===== src/rtl/tank_dir_if.sv =====
// Button/direction bundle between board key logic and the tank direction controller.
// master drives raw buttons; slave (the controller) drives the per-player results.
interface tank_dir_if #(
  parameter int NUM_PLAYERS = 2
);
  logic [4*NUM_PLAYERS-1:0] btn_i;
  logic [3*NUM_PLAYERS-1:0] direction;
  logic [3*NUM_PLAYERS-1:0] facing;
  logic [NUM_PLAYERS-1:0]   dir_change;
  logic [NUM_PLAYERS-1:0]   step;

  modport master (output btn_i, input direction, facing, dir_change, step);
  modport slave  (input btn_i, output direction, facing, dir_change, step);
endinterface


===== src/rtl/tank_dir_ctrl.sv =====
// Per-player button sync/debounce, multi-press resolution and registered direction/facing codes.
// Optional movement strobe divider is built only when TANK_DIR_STEP_EN is defined.
module tank_dir_ctrl #(
  parameter int         NUM_PLAYERS     = 2,
  parameter int         DEBOUNCE_CYCLES = 50000,
  parameter int         PRIORITY_MODE   = 0,
  parameter logic [2:0] FACING_RST      = 3'b100,
  parameter int         STEP_DIV        = 1000000
) (
  input logic       clk,
  input logic       reset,
  tank_dir_if.slave bus
);
  localparam int CW = $clog2(DEBOUNCE_CYCLES + 1);
  localparam logic [CW-1:0] CNT_LAST = CW'(DEBOUNCE_CYCLES - 1);

  // Button bit order is {up,down,left,right}; the returned select is the low two code bits.
  function automatic logic [1:0] pick_sel(input logic [3:0] v);
    if (v[3])      pick_sel = 2'd0;
    else if (v[2]) pick_sel = 2'd1;
    else if (v[1]) pick_sel = 2'd2;
    else           pick_sel = 2'd3;
  endfunction

  for (genvar p = 0; p < NUM_PLAYERS; p++) begin : g_player
    logic [3:0]         sync1_q, sync2_q;
    logic [3:0]         deb_q, deb_d, rise;
    logic [3:0][CW-1:0] cnt_q, cnt_d;
    logic [1:0]         newest_q, newest_d;
    logic               nvld_q, nvld_d;
    logic [2:0]         dir_q, dir_d;
    logic [2:0]         facing_q, facing_d;
    logic               chg_q, chg_d;

    always_comb begin
      deb_d = deb_q;
      cnt_d = '0;
      for (int b = 0; b < 4; b++) begin
        if (sync2_q[b] != deb_q[b]) begin
          if (cnt_q[b] == CNT_LAST) deb_d[b] = sync2_q[b];
          else                      cnt_d[b] = cnt_q[b] + 1'b1;
        end
      end
    end

    // Newest tracker is updated alongside deb so newest_q always describes deb_q.
    always_comb begin
      rise     = deb_d & ~deb_q;
      newest_d = newest_q;
      nvld_d   = nvld_q;
      if (rise != 4'b0000) begin
        newest_d = pick_sel(rise);
        nvld_d   = 1'b1;
      end else if (nvld_q && !deb_d[2'd3 - newest_q]) begin
        nvld_d = 1'b0;
      end
    end

    always_comb begin
      dir_d = 3'b000;
      if (deb_q == 4'b0000) begin
        dir_d = 3'b000;
      end else if ($onehot(deb_q)) begin
        dir_d = {1'b1, pick_sel(deb_q)};
      end else if (PRIORITY_MODE == 1) begin
        if (nvld_q && deb_q[2'd3 - newest_q]) dir_d = {1'b1, newest_q};
        else                                   dir_d = {1'b1, pick_sel(deb_q)};
      end
      facing_d = (dir_d != 3'b000) ? dir_d : facing_q;
      chg_d    = (dir_d != dir_q);
    end

    always_ff @(posedge clk or posedge reset) begin
      if (reset) begin
        sync1_q  <= '0;
        sync2_q  <= '0;
        deb_q    <= '0;
        cnt_q    <= '0;
        newest_q <= '0;
        nvld_q   <= 1'b0;
        dir_q    <= 3'b000;
        facing_q <= FACING_RST;
        chg_q    <= 1'b0;
      end else begin
        sync1_q  <= bus.btn_i[4*p +: 4];
        sync2_q  <= sync1_q;
        deb_q    <= deb_d;
        cnt_q    <= cnt_d;
        newest_q <= newest_d;
        nvld_q   <= nvld_d;
        dir_q    <= dir_d;
        facing_q <= facing_d;
        chg_q    <= chg_d;
      end
    end

    assign bus.direction[3*p +: 3] = dir_q;
    assign bus.facing[3*p +: 3]    = facing_q;
    assign bus.dir_change[p]       = chg_q;

`ifdef TANK_DIR_STEP_EN
    localparam int SW = (STEP_DIV > 1) ? $clog2(STEP_DIV) : 1;
    logic [SW-1:0] div_q, div_d;
    logic          step_q, step_d;

    // Clearing on the edge that loads a new direction makes the first strobe land STEP_DIV cycles later.
    always_comb begin
      div_d  = '0;
      step_d = 1'b0;
      if (dir_d != 3'b000 && dir_d == dir_q) begin
        if (div_q == SW'(STEP_DIV - 1)) step_d = 1'b1;
        else                            div_d  = div_q + 1'b1;
      end
    end

    always_ff @(posedge clk or posedge reset) begin
      if (reset) begin
        div_q  <= '0;
        step_q <= 1'b0;
      end else begin
        div_q  <= div_d;
        step_q <= step_d;
      end
    end

    assign bus.step[p] = step_q;
`else
    assign bus.step[p] = 1'b0;
`endif
  end
endmodule


===== src/flat_wrapper.sv =====
// flat-port wrapper written by rule: the top's interface ports become plain ports
module tank_dir_ctrl_flat 
#(
  parameter int         NUM_PLAYERS     = 2,
  parameter int         DEBOUNCE_CYCLES = 50000,
  parameter int         PRIORITY_MODE   = 0,
  parameter logic [2:0] FACING_RST      = 3'b100,
  parameter int         STEP_DIV        = 1000000
)
  (clk, reset, bus_btn_i, bus_direction, bus_facing, bus_dir_change, bus_step);
  tank_dir_if #(.NUM_PLAYERS(NUM_PLAYERS)) bus_i ();
  input logic clk;
  input logic reset;
  input wire logic [$bits(bus_i.btn_i)-1:0] bus_btn_i;
  output wire logic [$bits(bus_i.direction)-1:0] bus_direction;
  output wire logic [$bits(bus_i.facing)-1:0] bus_facing;
  output wire logic [$bits(bus_i.dir_change)-1:0] bus_dir_change;
  output wire logic [$bits(bus_i.step)-1:0] bus_step;
  assign bus_i.btn_i = bus_btn_i;
  assign bus_direction = bus_i.direction;
  assign bus_facing = bus_i.facing;
  assign bus_dir_change = bus_i.dir_change;
  assign bus_step = bus_i.step;
  tank_dir_ctrl #(.NUM_PLAYERS(NUM_PLAYERS), .DEBOUNCE_CYCLES(DEBOUNCE_CYCLES), .PRIORITY_MODE(PRIORITY_MODE), .FACING_RST(FACING_RST), .STEP_DIV(STEP_DIV)) u_core (.clk(clk), .reset(reset), .bus(bus_i));
endmodule

===== config.mk =====
export PLATFORM = sky130hd
export DESIGN_NAME = tank_dir_ctrl_flat
export DESIGN_NICKNAME = d
export VERILOG_FILES = /design/src/rtl/tank_dir_if.sv /design/src/rtl/tank_dir_ctrl.sv /design/src/flat_wrapper.sv
export SDC_FILE = /design/constraint.sdc
export NUM_CORES = 1
export LEC_CHECK = 0
export CAP_MARGIN = 20
export CORE_MARGIN = 8
export CORE_UTILIZATION = 35
export CTS_CLUSTER_DIAMETER = 40
export DETAILED_ROUTE_END_ITERATION = 12
export PLACE_DENSITY_LB_ADDON = 0.15
export SYNTH_ARGS = -nofsm -noshare
export SYNTH_HDL_FRONTEND = slang
export SYNTH_SLANG_ARGS = --single-unit

===== constraint.sdc =====
create_clock -name clk -period 8.71 [get_ports clk]
set_clock_uncertainty 0.2 [all_clocks]
set_input_delay 1.742 -clock clk [delete_from_list [all_inputs] [get_ports clk]]
set_output_delay 1.742 -clock clk [all_outputs]
set_load 0.05 [all_outputs]

Yosys cells after proc, flatten, opt, wreduce, memory -nomap -nowiden

Cells that the tools add are included.

Flip-flop bits (word level): 166
Bits in writable memories: 0
Latch bits: 0
Memories: 0
ROM bits: 0
Word-level logic and storage cells: 98
Bits of input ports: 10
Output and inout port bits: 16

Reductions and logical operators: 12
Mux-type cells: 26
Divide/modulo/power cells: 0
Shift operators: 0
$mul: 0
$lt $le $gt $ge: 0
Bitwise gates (word level): 0
$add $sub $neg: 14
Equality and inequality tests: 20

Operator list:

| cell                                          | number |
|---|---|
| 2-to-1 mux 16 bit                             | 16 |
| adder 16 x 1 -> 16 bit, second input constant | 8 |
| == test 16 bit, second input constant         | 8 |
| AND reduction 2 bit                           | 8 |
| 2-to-1 mux 3 bit                              | 4 |
| adder 1 x 1 -> 2 bit                          | 4 |
| logical NOT 4 bit                             | 2 |
| 2-to-1 mux 2 bit                              | 4 |
| inequality test 1 bit                         | 8 |
| adder 3 bit                                   | 2 |
| == test 3 x 1 -> 1 bit, second input constant | 2 |
| inequality test 3 bit                         | 2 |
| nonzero test 3 bit                            | 2 |
| 2-to-1 mux 1 bit                              | 2 |

Logic depth before layout (Yosys ltp)

Gate-level depths: netlist of run 1.

Word-level depth: 6
Depth in mapped cells: 9
Gate-level depth less buffers: 9

Least setup slack after synthesis of run 1

OpenSTA, ideal clock, no wires.

Path type: register to output
Start: register u_core.g_player[0].facing_q[2]
End: output port bus_facing[2]
Path buffers: 0
Data arrival time: 660 ps
Path slack: 6108 ps
Required time: 6768 ps
Cell stages (with the launch flop): 1
Path through: dfstp_2

RTL lines:

| item                   | RTL line            | RTL |
|---|---|---|
| start, declared        | tank_dir_ctrl.sv:32 | `logic [2:0] facing_q, facing_d;` |
| start signal, assigned | tank_dir_ctrl.sv:92 | `facing_q <= facing_d;` |
| end, declared          | flat_wrapper.sv:16  | `output wire logic [$bits(bus_i.facing)-1:0] bus_facing;` |

No word-level cell between the ends.

Worst setup path in the final report of run 1

Start: register u_core.g_player[0].facing_q[2]
End: output port bus_facing[2]

No word-level cell between the ends.

==> impl_results.md, run 1 <==
* Slew headroom at 40.9%
* Max Cap Viol at 0
* WP data required at 6.77 ns
* Pwr dens at 179 mW/mm^2
* Vias in the first global route at 5,588
* Postcts setup bufs at 0
* # DRC at 0
* Leakage at 3.72 nW
* Main flop type after synthesis: dfrtp_1
* Compound-Gate Fraction of Synth Area at 2.39%
* Setup ws final at 5.02 ns
* GRT Total Usage at 11.4%
* Initial core utilization at 35.8%
* Reg clk slew, reported paths at 0.06 ns
* Worst path bufs/invs at 1
* RSZ-0062 raised after global routing: no
* First-pass GRT wire length at 26,700 um
* Overflow after GRT at 0
* Avg Inst Size Synth at 10.5 sq um
* Via count at 5,416
* Highest achievable clock rate at 0.271 GHz
* Avg WL per Cell at 13.9 um
* Area leader, netlist: dfrtp_1
* Top Family by Delay on Critical Path: buffers and inverters
* #FFs+latches synth at 166
* Final min period at 3.69 ns
* Clock root cell: clkbuf_16
* Worst Hold Margin at 0.156 ns
* Unique masters post-synth at 46
* H-tree depth at 4
* Post-CTS Resized at 0
* Post-Syn Area at 0.00784 sq mm
* Post-synthesis simple-gate area fraction at 23.8%
* CP cell instances: clkdlybuf4s50_1
* Count leader, synth: dfrtp_1
* DR vias/cell at 5.05
* Layout Cells excl Fill at 1,073
* Peak supply drop at 0.121 mV
* Dpl ws at 4.50 ns
* Critical path origin: u_core.g_player[0].facing_q[2]
* Yosys top cell area share at 52.4%
* Adder-Cell Fraction of Synth Area at 3.38%
* Flop2flop setup slack at 5.80 ns
* YS warnings at 0
* Critical Path Slowest Stage Cell: clkdlybuf4s50_1
* Core Area at 0.0219 sq mm
* Fin crit share at 42.3%
* WP depth at 1
* TNS Setup at 0 ns
* Synth area leaders: dfrtp_1, xnor2_1, nor2_1
* Ratio of cells with drive above 1 in the final layout at 6.94%
* Fillers at 2,117
* Max incr delay on CP at 0.80 ns
* Max clock buf depth at 2
* Row count at 54
* Fin nets at 810
* Initial antenna violation count at 0
* Crit path max fanout at 2
* Ant diodes at 0
* Slew Viols, Final at 0
* Worst R2R End: u_core.g_player[0].chg_q
* Mux contribution to synthesized area at 1.20%
* Worst hold path type: reg2reg
* Reg2reg start: u_core.g_player[0].deb_q[2]
* Async SR Flop Fraction at 100%
* Final hold violation count at 0
* TritonRoute pass-1 iters at 4
* Total Routed Length at 15,000 um
* Synth cell count leaders: dfrtp_1, nor2_1, xnor2_1, nand3_1, nand4_1
* Worst-margin pin slew at 0.883 ns
* Iter 0 DRT Violations at 310
* GPL Wtd Cong at 0.811
* Crit path launch type: flip-flop
* Clk Latency, worst-skew pair at 0.42 ns
* Status: finished clean
* Largest family of logic cells by synthesized area: simple AND/OR/NAND/NOR gates
* Reg2Reg Depth at 9
* Die Y-Extent at 166 um
* Clock Sinks at 166
* Util after Layout at 41.0%
* CTS tree: yes
* Cts hold-fix bufs at 0
* Placed Instances at 1,040
* Die area at 0.0274 sq mm
* Seq/Total Area, Yosys at 53.0%
* Synth Area in XOR/XNOR at 13.5%
* Final ANT Viol Nets at 0
* TritonCTS Buffers at 17
* Pin count of the biggest net entering global routing at 87
* I/O Pins at 26
* Overall Power at 1.61 mW
* CP endpoint kind: output pin
* Detailed Place HPWL at 10,200 um
* Port bufs at 23
* WP data arrival at 1.74 ns
* Die X at 166 um
* Post-synth EDFFs at 0
* Gate Count Post-Synth at 748
* Setup Viol. Count Final at 0
* Area after DPL at 0.00836 sq mm
* Critical path class: reg2out
* Area grow syn2layout at 14.5%
* Final instance area at 0.00897 sq mm
* Critical Path Sink: bus_facing[2]
-- cells in the final DEF, fill, tap and decap left out, types with 4 or more instances in the layout --
| master | Yosys | final |
|---|---|---|
| dfrtp_1 | 164 | 164 |
| nor2_1 | 137 | 137 |
| xnor2_1 | 90 | 90 |
| nand3_1 | 45 | 45 |
| nand4_1 | 40 | 40 |
| nand2_1 | 34 | 34 |
| nor4_1 | 33 | 33 |
| xor2_1 | 31 | 31 |
| nor3_1 | 31 | 31 |
| inv_1 | 29 | 28 |
| clkdlybuf4s50_1 | 0 | 23 |
| ha_1 | 18 | 18 |
| clkbuf_16 | 0 | 17 |
| and3_1 | 11 | 11 |
| or4_1 | 6 | 6 |
| mux2_2 | 6 | 6 |
| nor4b_1 | 5 | 5 |
| clkbuf_8 | 0 | 5 |
| and4_1 | 4 | 4 |
| a21o_1 | 4 | 4 |
| clkinv_2 | 0 | 4 |
-- cells by family (layout without fill, tap and decap cells) --
| kind of cell | count (synthesis) | after routing |
|---|---|---|
| flip-flops | 166 | 166 |
| AO/OA/AOI/OAI | 18 | 18 |
| adder cells (fa/ha/maj) | 20 | 20 |
| other | 1 | 2 |
| buffers and inverters | 44 | 88 |
| XOR/XNOR | 121 | 121 |
| AND/OR/NAND/NOR | 370 | 370 |
| multiplexers | 8 | 8 |
-- registers in the layout, summed over array words and instances (netlist names) --
| name | count |
|---|---|
| u_core.g_player.cnt_q | 128 |
| u_core.g_player.facing_q | 6 |
| u_core.g_player.sync2_q | 8 |
| u_core.g_player.sync1_q | 8 |
| u_core.g_player.deb_q | 8 |
| u_core.g_player.dir_q | 6 |
| u_core.g_player.chg_q | 2 |
-- power by group --
part	internal, mW	total, mW	leakage, nW	switching [mW]
logic	0.0163	0.0507	1.17	0.0344
clock network	0.459	0.758	0.296	0.299
registers	0.784	0.798	2.26	0.0139
-- layer usage --
layer	track usage, %	vias up	wire [um]
met1	14.2	2698	7030
met3	2.72	17	429
li1	-	2644	-
met4	3.96	0	208
met2	19.1	57	7300
met5	0	-	0
-- worst min path at each step --
stage,cells after the start,startpoint,endpoint,slack [ns]
6_report,0,u_core.g_player[1].sync1_q[1],u_core.g_player[1].sync2_q[1],0.16
2_1_floorplan,0,u_core.g_player[0].sync1_q[0],u_core.g_player[0].sync2_q[0],0.13
4_1_cts,0,u_core.g_player[1].sync1_q[1],u_core.g_player[1].sync2_q[1],0.16
3_5_place_dp,0,u_core.g_player[0].sync1_q[1],u_core.g_player[0].sync2_q[1],0.14
5_1_grt,0,u_core.g_player[1].sync1_q[1],u_core.g_player[1].sync2_q[1],0.17
3_3_place_gp,0,u_core.g_player[1].sync1_q[1],u_core.g_player[1].sync2_q[1],0.13
-- layout make-up --
class	instances	area, sq um	area share [%]
timing repair buffer	27	273	3.04
clock inverter	8	96.3	1.07
sequential	166	4160	46.3
inverter	29	114	1.27
tap	280	350	3.90
clock buffer	24	502	5.59
multi-input combinational	539	3480	38.8
Note: power is estimated with default switching activity, not from simulation.
==> run 2: changes to the inputs <==
Clock period 8.71 ns to 3.21 ns, I/O delays scaled along.
==> run 2 against run 1 <==
  * Non-clock buffer count grew 2
  * Total power grew to 2.9 times the previous value
  * Via count shrank 0.89%
  * Die area is the same
  * Design area grew 1.2%
  * Sequential share of layout area shrank 0.54 points
  * Sequential power grew to 2.7 times the previous value
  * Sequential cell count is the same
  * Critical endpoint is now u_core.g_player[0].chg_q
  * Largest cell class unchanged
==> impl_results.md, run 2 (same netlist as run 1, synthesis figures left out) <==
* Status: finished clean
* RSZ-0062 raised after global routing: no
* Fin crit share at 83.0%
* Die X at 166 um
* Total Routed Length at 14,900 um
* TritonCTS Buffers at 17
* Worst R2R End: u_core.g_player[0].chg_q
* Post-CTS Resized at 0
* Slew headroom at 42.1%
* Reg clk slew, reported paths at 0.06 ns
* GRT Total Usage at 11.5%
* H-tree depth at 4
* Worst hold path type: reg2reg
* Leakage at 3.76 nW
* Clk Latency, worst-skew pair at 0.42 ns
* Ratio of cells with drive above 1 in the final layout at 7.30%
* Port bufs at 23
* Critical Path Sink: u_core.g_player[0].chg_q
* TritonRoute pass-1 iters at 4
* Critical path class: reg2reg
* Vias in the first global route at 5,696
* Core Area at 0.0219 sq mm
* Clock root cell: clkbuf_16
* I/O Pins at 26
* Setup ws final at 0.546 ns
* Cts hold-fix bufs at 0
* Commonest non-fill, non-tap cell in the layout: dfrtp_1
* Initial core utilization at 35.8%
* Ant diodes at 0
* TNS Setup at 0 ns
* Final hold violation count at 0
* Reg2reg start: u_core.g_player[0].deb_q[2]
* # DRC at 0
* Peak supply drop at 0.308 mV
* WP data required at 3.30 ns
* Switching Fraction at 20.8%
* Dpl ws at 0.545 ns
* Die Y-Extent at 166 um
* DR vias/cell at 4.99
* WP data arrival at 2.76 ns
* Critical path origin: u_core.g_player[0].deb_q[2]
* Die area at 0.0274 sq mm
* Internal at 3.65 mW
* Pin count of the biggest net entering global routing at 69
* Postcts setup bufs at 0
* Sequential Power Share at 47.0%
* Setup Viol. Count Final at 0
* Number of flip-flops in the largest register at 128
* Fillers at 2,149
* GPL Wtd Cong at 0.792
* Highest achievable clock rate at 0.375 GHz
* Crit path max fanout at 5
* Area grow syn2layout at 15.8%
* Fin nets at 812
* Final ANT Viol Nets at 0
* First-pass GRT wire length at 27,200 um
* Worst-margin pin slew at 0.866 ns
* Largest register by flop count: u_core.g_player.cnt_q
* Pwr dens at 507 mW/mm^2
* Flop2flop setup slack at 0.55 ns
* CP endpoint kind: flip-flop
* Final min period at 2.66 ns
* Avg WL per Cell at 13.9 um
* Detailed Place HPWL at 10,200 um
* Clock power frac at 49.9%
* Via count at 5,368
* Clock Sinks at 166
* Initial antenna violation count at 0
* Most frequent cells in the layout: dfrtp_1, nor2_1, xnor2_1, nand3_1, nand4_1
* Max Cap Viol at 0
* Slew Viols, Final at 0
* CTS tree: yes
* Switching pwr at 959 uW
* Combinational Power Share at 3.1%
* Reg2Reg Depth at 8
* Crit path launch type: flip-flop
* Max clock buf depth at 2
* Iter 0 DRT Violations at 232
* Overflow after GRT at 0
* Row count at 54
run 2: power by group through the flow:
stage | clock network, mW | logic, mW | registers (mW)
detailed placement | 0 | 0.149 | 2.20
global placement | 0 | 0.144 | 2.20
CTS | 2.37 | 0.150 | 2.16
finish | 2.30 | 0.144 | 2.16
global route | 2.45 | 0.169 | 2.17
floorplan | 0 | 0.103 | 2.19
run 2: worst max-delay path: stages, from the launching register on:
cell and delay [ns]:
dfrtp_1 0.43, inv_1 0.07, ha_1 0.30, ha_1 0.21, fa_1 0.43, nor3b_1 0.36, o2111a_1 0.31, xnor2_1 0.12
o21ai_0 0.09
run 2: area by class of cell:
type / instances / area (sq um) / share of cell area (%)
clock buffer: 22 / 484 / 5.33
clock inverter: 10 / 193 / 2.12
inverter: 29 / 113 / 1.24
multi-input combinational: 539 / 3480 / 38.4
sequential: 166 / 4160 / 45.8
tap: 280 / 350 / 3.86
timing repair buffer: 29 / 300 / 3.31
run 2: worst min-delay path by stage:
stage	start	to	slack, ns	depth (start not counted)
after floorplan	u_core.g_player[0].sync1_q[0]	u_core.g_player[0].sync2_q[0]	0.13	0
after global placement	u_core.g_player[0].sync1_q[0]	u_core.g_player[0].sync2_q[0]	0.14	0
after detailed placement	u_core.g_player[1].sync1_q[3]	u_core.g_player[1].sync2_q[3]	0.14	0
after CTS	u_core.g_player[1].sync1_q[3]	u_core.g_player[1].sync2_q[3]	0.15	0
after global routing	u_core.g_player[1].sync1_q[0]	u_core.g_player[1].sync2_q[0]	0.16	0
final	u_core.g_player[1].sync1_q[3]	u_core.g_player[1].sync2_q[3]	0.15	0
run 2: per-layer routing:
| layer | share of wire [%] | vias up | wire [um] | track usage [%] |
|---|---|---|---|---|
| li1 | - | 2661 | - | - |
| met1 | 47 | 2649 | 7080 | 14.7 |
| met2 | 49 | 44 | 7280 | 19.0 |
| met3 | 2.6 | 14 | 394 | 2.70 |
| met4 | 1.0 | 0 | 153 | 3.49 |
| met5 | 0 | - | 0 | 0 |
run 2: through the flow:
| stage | hold slack (ns) | utilization (%) | total power [mW] | std cells | cell area (sq um) |
|---|---|---|---|---|---|
| after detailed placement | 0.136 | 38.4 | 2.35 | 1043 | 8400 |
| after CTS | 0.151 | 41.5 | 4.68 | 1075 | 9080 |
| after global routing | 0.161 | 41.5 | 4.79 | 1075 | 9080 |
| final | 0.147 | 41.5 | 4.60 | 1075 | 9080 |
| after global placement | 0.139 | 38.4 | 2.35 | 1043 | 8400 |
| after floorplan | 0.131 | - | 2.30 | 749 | 7850 |
==> run 3: changes to the inputs <==
Clock period 3.21 ns to 2.7 ns, I/O delays scaled along.
==> run 3 against run 2 <==
  * Routed wire length rose by 0.74%
  * Total power rose by 15%
  * Clock-buffer cell count fell by 3
  * Cell count rose by 0.37%
  * Highest routed layer unchanged
  * Largest cell class unchanged
  * Sequential cell count did not move
  * Critical endpoint is now u_core.g_player[1].chg_q
==> impl_results.md, run 3 (same netlist as run 1, synthesis figures left out) <==
* Port bufs at 23
* Max clock buf depth at 2
* Reg2reg start: u_core.g_player[1].deb_q[3]
* Worst-margin pin slew at 0.623 ns
* GPL Wtd Cong at 0.784
* I/O Pins at 26
* GRT Total Usage at 11.4%
* WP data arrival at 2.60 ns
* Max Cap Viol at 0
* Pin count of the biggest net entering global routing at 114
* Die X at 166 um
* Area grow syn2layout at 15.7%
* TNS Setup at 0 ns
* Commonest non-fill, non-tap cell in the layout: dfrtp_1
* Critical path class: reg2reg
* # DRC at 0
* Worst hold path depth at 0
* H-tree depth at 4
* Critical Path Slowest Stage Cell: fa_1
* Final ANT Viol Nets at 0
* Initial core utilization at 35.8%
* Detailed Place HPWL at 10,300 um
* Clock Sinks at 166
* Reg2Reg Depth at 8
* Worst R2R End: u_core.g_player[1].chg_q
* Dpl ws at 0.0751 ns
* Util after Layout at 41.4%
* CP cell instances: inv_1, ha_1, ha_1, fa_1, nor3b_2, o2111a_1, xnor2_1, o21ai_0
* CP endpoint kind: flip-flop
* Total area of sequential cells at 0.00416 sq mm
* Largest register by flop count: u_core.g_player.cnt_q
* Core Area at 0.0219 sq mm
* Switching pwr at 1.15 mW
* Final instance area at 0.00907 sq mm
* Number of flip-flops in the largest register at 128
* Avg WL per Cell at 13.9 um
* Clock root cell: clkbuf_16
* RSZ-0062 raised after global routing: no
* Overflow after GRT at 0
* Pwr dens at 586 mW/mm^2
* Fin nets at 817
* Fin crit share at 92.7%
* Fillers at 2,113
* WP data required at 2.80 ns
* DR vias/cell at 5.00
* Setup Viol. Count Final at 0
* Slew Viols, Final at 0
* Final min period at 2.50 ns
* CTS tree: yes
* Initial antenna violation count at 0
* Sequential Power Share at 48.4%
* Row count at 54
* Clock power frac at 48.3%
* Crit path launch type: flip-flop
* Slew headroom at 58.5%
* Max incr delay on CP at 0.45 ns
* TritonCTS Buffers at 17
* Die area at 0.0274 sq mm
* Crit path max fanout at 4
* Ratio of cells with drive above 1 in the final layout at 8.01%
* Layout Cells excl Fill at 1,079
* Final hold violation count at 0
* Ant diodes at 0
* Highest achievable clock rate at 0.399 GHz
* Internal at 4.16 mW
* Iter 0 DRT Violations at 299
* Worst hold path type: reg2reg
* Combinational Power Share at 3.2%
* Flop2flop setup slack at 0.20 ns
* Die Y-Extent at 166 um
* Critical path origin: u_core.g_player[1].deb_q[3]
* Switching Fraction at 21.7%
* Overall Power at 5.31 mW
* Reg clk slew, reported paths at 0.06 ns
* Vias in the first global route at 5,502
* Total Routed Length at 15,000 um
* Setup ws final at 0.196 ns
* Clk Latency, worst-skew pair at 0.42 ns
* Most frequent cells in the layout: dfrtp_1, nor2_1, xnor2_1, nand3_1, nand4_1
* First-pass GRT wire length at 26,700 um
* Leakage at 3.77 nW
* Critical Path Sink: u_core.g_player[1].chg_q
* Peak supply drop at 0.400 mV
* Via count at 5,399
* Placed Instances at 1,048
* Worst Hold Margin at 0.150 ns
* Area after DPL at 0.00844 sq mm
* Status: finished clean
* Multi-input gate area in the final layout at 0.00349 sq mm
* Most frequent cell on the critical path: ha_1
* TritonRoute pass-1 iters at 4
## run 3: worst min-delay path by stage
| stage | slack [ns] | from | end |
|---|---|---|---|
| floorplan | 0.13 | u_core.g_player[0].sync1_q[0] | u_core.g_player[0].sync2_q[0] |
| global placement | 0.14 | u_core.g_player[0].sync1_q[0] | u_core.g_player[0].sync2_q[0] |
| detailed placement | 0.14 | u_core.g_player[0].sync1_q[0] | u_core.g_player[0].sync2_q[0] |
| CTS | 0.14 | reset | u_core.g_player[0].cnt_q[58] |
| global route | 0.15 | reset | u_core.g_player[0].cnt_q[58] |
| finish | 0.15 | u_core.g_player[0].sync1_q[0] | u_core.g_player[0].sync2_q[0] |
## run 3: critical path, delay by kind of cell, from the launching register on
kind | cells | cell delay (ns)
buf+inv | 1 | 0.08
compound gates | 2 | 0.38
flops | 1 | 0.39
xor+xnor | 1 | 0.13
simple gates | 1 | 0.26
fa+ha+maj | 3 | 0.94
## run 3: final cells by class
type / count / area share, %
clock buffers: 19 / 4.88
clock inverters: 12 / 1.95
inverters: 29 / 1.24
multi-input cells: 539 / 38.5
flip-flops and latches: 166 / 45.8
well taps: 280 / 3.86
repair buffers: 34 / 3.72
## run 3: timing repair
action / 4_1_cts / 5_1_grt
buffers inserted: 0 / 0
gates resized for setup: 0 / 2
hold buffers: 0 / 0
setup endpoints to repair: 0 / 2
## run 3: routing by layer
| layer | up-vias | global-route usage, % | part of all wire, % |
|---|---|---|---|
| li1 | 2668 | - | - |
| met1 | 2655 | 14.3 | 48 |
| met2 | 64 | 18.5 | 48 |
| met3 | 12 | 3.08 | 2.7 |
| met4 | 0 | 4.00 | 1.1 |
| met5 | - | 0 | 0 |
## run 3: power by group through the flow
stage	combinational (mW)	sequential, mW	clock (mW)
6_report	0.172	2.57	2.57
2_1_floorplan	0.123	2.61	0
5_1_grt	0.200	2.58	2.76
4_1_cts	0.180	2.57	2.65
3_3_place_gp	0.173	2.62	0
3_5_place_dp	0.179	2.62	0
